**src/rtl/freq_meter_pkg.sv**
```systemverilog
// Shared definitions for the signal frequency meter: FSM state encoding and default
// gate/counter sizing used by both the meter and the clock-divider bench.
package freq_meter_pkg;

    typedef enum logic [1:0] {
        ST_IDLE    = 2'd0,
        ST_MEASURE = 2'd1,
        ST_DONE    = 2'd2
    } meter_state_t;

    localparam int DEF_GATE_CYCLES = 50_000_000;
    localparam int DEF_CNT_W       = 28;
    localparam int DEF_SYNC_STAGES = 2;

    // Bits needed to hold gate counter values 0 .. cycles-1.
    function automatic int gate_width(input int cycles);
        return (cycles <= 2) ? 1 : $clog2(cycles);
    endfunction

endpackage

```
**src/rtl/sync_edge_det.sv**
```systemverilog
// Multi-flop synchroniser for an asynchronous 1-bit input followed by a registered
// rising-edge detector; rise appears SYNC_STAGES+1 clocks after the input rises.
module sync_edge_det
    import freq_meter_pkg::*;
#(
    parameter int SYNC_STAGES = DEF_SYNC_STAGES
) (
    input  logic i_clk,
    input  logic i_rst,
    input  logic i_d,
    output logic o_q_sync,
    output logic o_rise
);

    logic [SYNC_STAGES-1:0] r_sync;
    logic                   r_prev;
    logic                   r_rise;

    always_ff @(posedge i_clk or posedge i_rst) begin
        if (i_rst) begin
            r_sync <= '0;
            r_prev <= 1'b0;
            r_rise <= 1'b0;
        end else begin
            r_sync <= {r_sync[SYNC_STAGES-2:0], i_d};
            r_prev <= r_sync[SYNC_STAGES-1];
            r_rise <= r_sync[SYNC_STAGES-1] & ~r_prev;
        end
    end

    assign o_q_sync = r_sync[SYNC_STAGES-1];
    assign o_rise   = r_rise;

endmodule

```
**src/rtl/sig_freq_meter.sv**
```systemverilog
// Counts synchronised rising edges of a slow asynchronous signal over a gate window of
// GATE_CYCLES clocks and publishes the count with a one-cycle valid strobe.
module sig_freq_meter
    import freq_meter_pkg::*;
#(
    parameter int GATE_CYCLES = DEF_GATE_CYCLES,
    parameter int CNT_W       = DEF_CNT_W,
    parameter int SYNC_STAGES = DEF_SYNC_STAGES
) (
    input  logic             i_clk,
    input  logic             i_rst,
    input  logic             i_sig_in,
    input  logic             i_start,
    input  logic             i_cont,
    output logic             o_edge_tick,
    output logic             o_busy,
    output logic [CNT_W-1:0] o_freq_cnt,
    output logic             o_valid,
    output logic             o_overflow
);

    // Gate counter is sized from the window length so a narrow edge counter can still
    // be paired with a long window (that is how saturation becomes reachable).
    localparam int                GATE_W    = gate_width(GATE_CYCLES);
    localparam logic [GATE_W-1:0] GATE_LAST = GATE_W'(GATE_CYCLES - 1);
    localparam logic [CNT_W-1:0]  CNT_MAX   = '1;

    meter_state_t      r_state;
    meter_state_t      w_state_next;
    logic [GATE_W-1:0] r_gate_cnt;
    logic [CNT_W-1:0]  r_edge_cnt;
    logic              r_ovf;
    logic              w_rise;
    logic              w_edge_sat;
    logic [CNT_W-1:0]  w_edge_next;
    logic              w_ovf_next;
    logic              w_arm;

    sync_edge_det #(
        .SYNC_STAGES(SYNC_STAGES)
    ) u_sync (
        .i_clk   (i_clk),
        .i_rst   (i_rst),
        .i_d     (i_sig_in),
        .o_q_sync(),
        .o_rise  (w_rise)
    );

    assign o_edge_tick = w_rise;

    always_ff @(posedge i_clk or posedge i_rst) begin
        if (i_rst) begin
            r_state <= ST_IDLE;
        end else begin
            r_state <= w_state_next;
        end
    end

    always_comb begin
        w_state_next = r_state;
        unique case (r_state)
            ST_IDLE:    if (i_start | i_cont) w_state_next = ST_MEASURE;
            ST_MEASURE: if (r_gate_cnt == GATE_LAST) w_state_next = ST_DONE;
            ST_DONE:    w_state_next = i_cont ? ST_MEASURE : ST_IDLE;
            default:    w_state_next = ST_IDLE;
        endcase
    end

    // Saturating view of the edge counter including this cycle's tick, so the final
    // window cycle is captured when the result is latched.
    always_comb begin
        w_edge_sat  = (r_edge_cnt == CNT_MAX);
        w_edge_next = r_edge_cnt;
        w_ovf_next  = r_ovf;
        if (w_rise) begin
            if (w_edge_sat) begin
                w_ovf_next = 1'b1;
            end else begin
                w_edge_next = r_edge_cnt + 1'b1;
            end
        end
    end

    assign w_arm = (w_state_next == ST_MEASURE) && (r_state != ST_MEASURE);

    always_ff @(posedge i_clk or posedge i_rst) begin
        if (i_rst) begin
            r_gate_cnt <= '0;
            r_edge_cnt <= '0;
            r_ovf      <= 1'b0;
        end else if (w_arm) begin
            r_gate_cnt <= '0;
            r_edge_cnt <= '0;
            r_ovf      <= 1'b0;
        end else if (r_state == ST_MEASURE) begin
            r_gate_cnt <= r_gate_cnt + 1'b1;
            r_edge_cnt <= w_edge_next;
            r_ovf      <= w_ovf_next;
        end
    end

    // Outputs are registered from the next state so busy/valid line up with MEASURE/DONE.
    always_ff @(posedge i_clk or posedge i_rst) begin
        if (i_rst) begin
            o_busy     <= 1'b0;
            o_valid    <= 1'b0;
            o_freq_cnt <= '0;
            o_overflow <= 1'b0;
        end else begin
            o_busy  <= (w_state_next == ST_MEASURE);
            o_valid <= (w_state_next == ST_DONE);
            if (w_state_next == ST_DONE) begin
                o_freq_cnt <= w_edge_next;
                o_overflow <= w_ovf_next;
            end
        end
    end

endmodule

```
**config.mk**
```make
export PLATFORM = sky130hd
export DESIGN_NAME = sig_freq_meter
export DESIGN_NICKNAME = d
export VERILOG_FILES = /design/src/rtl/freq_meter_pkg.sv /design/src/rtl/sync_edge_det.sv /design/src/rtl/sig_freq_meter.sv
export SDC_FILE = /design/constraint.sdc
export NUM_CORES = 1
export LEC_CHECK = 0
export BUFFER_PORTS_ARGS = -buffer_cell sky130_fd_sc_hd__buf_2
export CAP_MARGIN = 20
export CORE_UTILIZATION = 60
export DETAILED_ROUTE_END_ITERATION = 16
export GPL_TIMING_DRIVEN = 0
export PLACE_DENSITY = 0.79
export SYNTH_ARGS = -nofsm -noshare
export SYNTH_HDL_FRONTEND = slang
export SYNTH_HIERARCHICAL = 1
export SYNTH_SLANG_ARGS = --single-unit
```
**constraint.sdc**
```tcl
create_clock -name i_clk -period 3.9 [get_ports i_clk]
set_input_delay 0.78 -clock i_clk [delete_from_list [all_inputs] [get_ports i_clk]]
set_output_delay 0.78 -clock i_clk [all_outputs]
set_load 0.005 [all_outputs]
```
==> summary.md <==
| Metric | Value |
|---|---|
| GRT overflow | `0` |
| Required time of the critical path | `4.20 ns` |
| Routed wire per std cell | `~19 µm` |
| DR iter-0 viols | `488` |
| CP peak stage delay | `0.91 ns` |
| Layout area overhead | `11.6%` |
| Share of layout cells above drive strength 1 | `10.7%` |
| Mean Syn Cell Area | `between 8 and 9 µm²` |
| GRT Resource Usage Total | `between 30% and 40%` |
| Clock Skew | `between 0.01 and 0.015 ns` |
| Post-CTS setup buffer count | `0` |
| Startpoint types | `flop` |
| Setup TNS | `0 ns` |
| Synthesized net count | `570` |
| First-pass GRT wire length | `21.7 mm` |
| Cells along the critical path | `or4b_1, or4_1, buf_2, nor3_1, o311ai_0, nand3_1` |
| Sequential share of power | `between 50 and 60%` |
| Max-slew headroom | `24.3%` |
| Setup violations, final | `0` |
| CTS root buf | `clkbuf_8` |
| Number of global-route vias before repair | `4350` |
| Core Region | `0.00818 mm²` |
| Worst skew pair latency | `0.38 ns` |
| Pleak | `approximately 2.4 nW` |
| Synth Instances | `563` |
| CTS Hold Bufs | `0` |
| Kind of critical path | `flop to flop` |
| Final hold slack | `around 0.30 ns` |
| Routed Antenna Nets | `0` |
| Initial Util | `61.8%` |
| Fmax | `321 MHz` |
| Worst-Margin Slew | `1.13 ns` |
| Routed vias | `roughly 4800` |
| Clk sink count | `92` |
| H-tree levels | `3` |
| Die ar. | `0.00879 mm²` |
| P_int | `between 1.5 and 2 mW` |
| CP Max Fanout | `8` |
| Hpwl dp | `9.36 mm` |
| Initial antenna violation count | `0` |
| P per Cell Area | `418 mW/mm²` |
| FP Rows | `33` |
| Vias per cell | `approximately 6.6` |
| Reg2reg start | `r_gate_cnt[18]` |
| IO Port Bufs | `36` |
| Worst reg2reg endpoint | `o_freq_cnt[5]` |
| Nets | `618` |
| Met2 Use GR | `52.4%` |
| Sequential element share of the synthesized area | `45.6%` |
| Chip width | `about 94 µm` |
| Reg2reg path depth | `6` |
| Num ports | `37` |
| Clock group share of total power | `between 30% and 40%` |
| CTS tree | `yes` |
| Min-Delay Path Class | `input pin to async pin` |
| Post-synth ARST share | `100%` |
| Fin crit share | `80.0%` |
| Comb pwr share | `between 10% and 20%` |
| # DRC | `0` |
| Sw Pwr | `735 µW` |
| Post-CTS sizing | `0` |
| CTS max path bufs | `2` |
| Die H | `93.8 µm` |
| Number of synthesized flops with an enable pin | `0` |
| DRT Wirelength | `between 10 and 15 mm` |
| Met1 Usage GRT | `42.7%` |
| Max IR drop VDD | `between 0.00015 and 0.0002 V` |
| Critical path arrival | `3.42 ns` |
| Inserted Clock Buffers | `9` |
| Net Sw Frac | `31.2%` |
| GRT busiest layer | `met2` |
| R2R Setup Slk | `0.78 ns` |
| Largest net degree at the start of global routing | `61` |
| Ys Warns | `6` |
| Slowest-stage cell, CP | `nor3_1` |
| Outcome | `completed` |
| Unrepaired setup endpoints after global routing | `false` |
| GP Congestion | `approximately 0.91` |
| Tmin final | `around 3.1 ns` |
| Clock transition at path regs | `0.09 ns` |
| Synthesized flop and latch total | `92` |
| Worst Setup End Kind | `flop` |
| Yosys cell types | `57` |
| Cell Area, Synth | `0.00505 mm²` |
| Met3 GRT Util | `4.61%` |
| Antenna diodes | `0` |
| Slew Limit Fails | `0` |
| Max Cap Viol | `0` |
| Ys flop type | `dfrtp_1` |
| Fin. Hold Viols | `0` |
| DR pass1 iterations | `6` |
==> placed cells by master (no fill, tap or decap), types with 19 or more instances in the layout <==
cell type,synthesis,final
nand4_1,31,31
nor2_1,35,35
nand2_1,59,59
dfrtp_1,92,92
nand3_1,34,34
clkbuf_1,41,41
buf_2,3,39
inv_1,21,20
a31oi_1,19,19
o21ai_0,35,35
==> metrics by stage <==
stage / total power [mW] / cells / area, µm² / util [%] / setup WS, ns
after floorplan: 1.44 / 563 / 5050 / - / 0.841
after global placement: 1.53 / 704 / 5360 / 65.6 / -0.193
after detailed placement: 1.56 / 705 / 5390 / 66.0 / 0.865
after CTS: 2.35 / 721 / 5640 / 69.0 / 0.838
after global routing: 2.46 / 721 / 5640 / 69.0 / 0.659
final: 2.36 / 721 / 5640 / 69.0 / 0.781
==> power groups by stage <==
stage / logic (mW) / clock network [mW] / registers, mW
4_1_cts: 0.349 / 0.802 / 1.19
5_1_grt: 0.393 / 0.841 / 1.22
2_1_floorplan: 0.269 / 0 / 1.17
6_report: 0.353 / 0.800 / 1.20
3_3_place_gp: 0.324 / 0 / 1.21
3_5_place_dp: 0.345 / 0 / 1.21
==> worst max path at each step <==
stage / to / slack (ns) / depth (start not counted) / startpoint
6_report: o_freq_cnt[5] / 0.78 / 6 / r_gate_cnt[18]
3_5_place_dp: o_freq_cnt[5] / 0.87 / 6 / r_gate_cnt[10]
5_1_grt: o_freq_cnt[23] / 0.66 / 6 / r_gate_cnt[18]
3_3_place_gp: o_valid / -0.19 / 2 / i_rst
4_1_cts: o_freq_cnt[5] / 0.84 / 6 / r_gate_cnt[18]
2_1_floorplan: o_busy / 0.84 / 1 / i_rst
==> area by class of cell <==
class / count / area [µm²]
sequential: 92 / 2300
fill: 662 / 2540
buffer: 45 / 173
clock buffer: 9 / 124
timing repair buffer: 37 / 208
clock inverter: 7 / 121
tap: 105 / 131
inverter: 21 / 81.3
multi-input combinational: 405 / 2500
==> sequential cells by signal (all words and copies together) (netlist names), 2 cells and up <==
| register | count |
|---|---|
| u_sync/r_sync | 2 |
| r_gate_cnt | 26 |
| r_edge_cnt | 28 |
| o_freq_cnt | 28 |
| r_state | 2 |
==> cells by family after synthesis <==
family                   share of synthesized area [%]
XOR/XNOR                                          1.73
adder cells (fa/ha/maj)                          0.495
multiplexers                                      2.18
flip-flops                                        45.6
buffers and inverters                             4.98
AND/OR/NAND/NOR                                   26.7
AO/OA/AOI/OAI                                     18.4
==> synth_stat cells (4+ instances only) <==
master | number | share of area [%]
a21o_1 | 6 | 0.89
a21oi_1 | 7 | 0.69
a311o_1 | 4 | 0.79
a31oi_1 | 19 | 2.4
and2_1 | 6 | 0.74
and3_1 | 12 | 1.5
and4_1 | 11 | 1.9
clkbuf_1 | 41 | 3.0
dfrtp_1 | 92 | 46
inv_1 | 21 | 1.6
mux2i_1 | 11 | 2.2
nand2_1 | 59 | 4.4
nand3_1 | 34 | 3.4
nand4_1 | 31 | 3.8
nor2_1 | 35 | 2.6
nor3_1 | 12 | 1.2
nor4_1 | 12 | 1.5
o211ai_1 | 9 | 1.3
o21ai_0 | 35 | 3.5
o311ai_0 | 12 | 2.1
o31ai_1 | 9 | 1.3
o41ai_1 | 6 | 1.0
or3_1 | 11 | 1.4
or4_1 | 11 | 1.6
xnor2_1 | 9 | 1.6
==> worst max-delay path, delay by kind of cell (launching register included) <==
family,cells,cell delay [ns]
flip-flops,1,0.46
AND/OR/NAND/NOR,4,2.09
AO/OA/AOI/OAI,1,0.30
buffers and inverters,1,0.20
==> per-layer routing <==
layer	vias to the layer above	routed length, µm
met3	47	829
met1	2277	5780
li1	2222	-
met5	-	0
met4	0	474
met2	221	6440
Power figures use the tool's default switching activity.
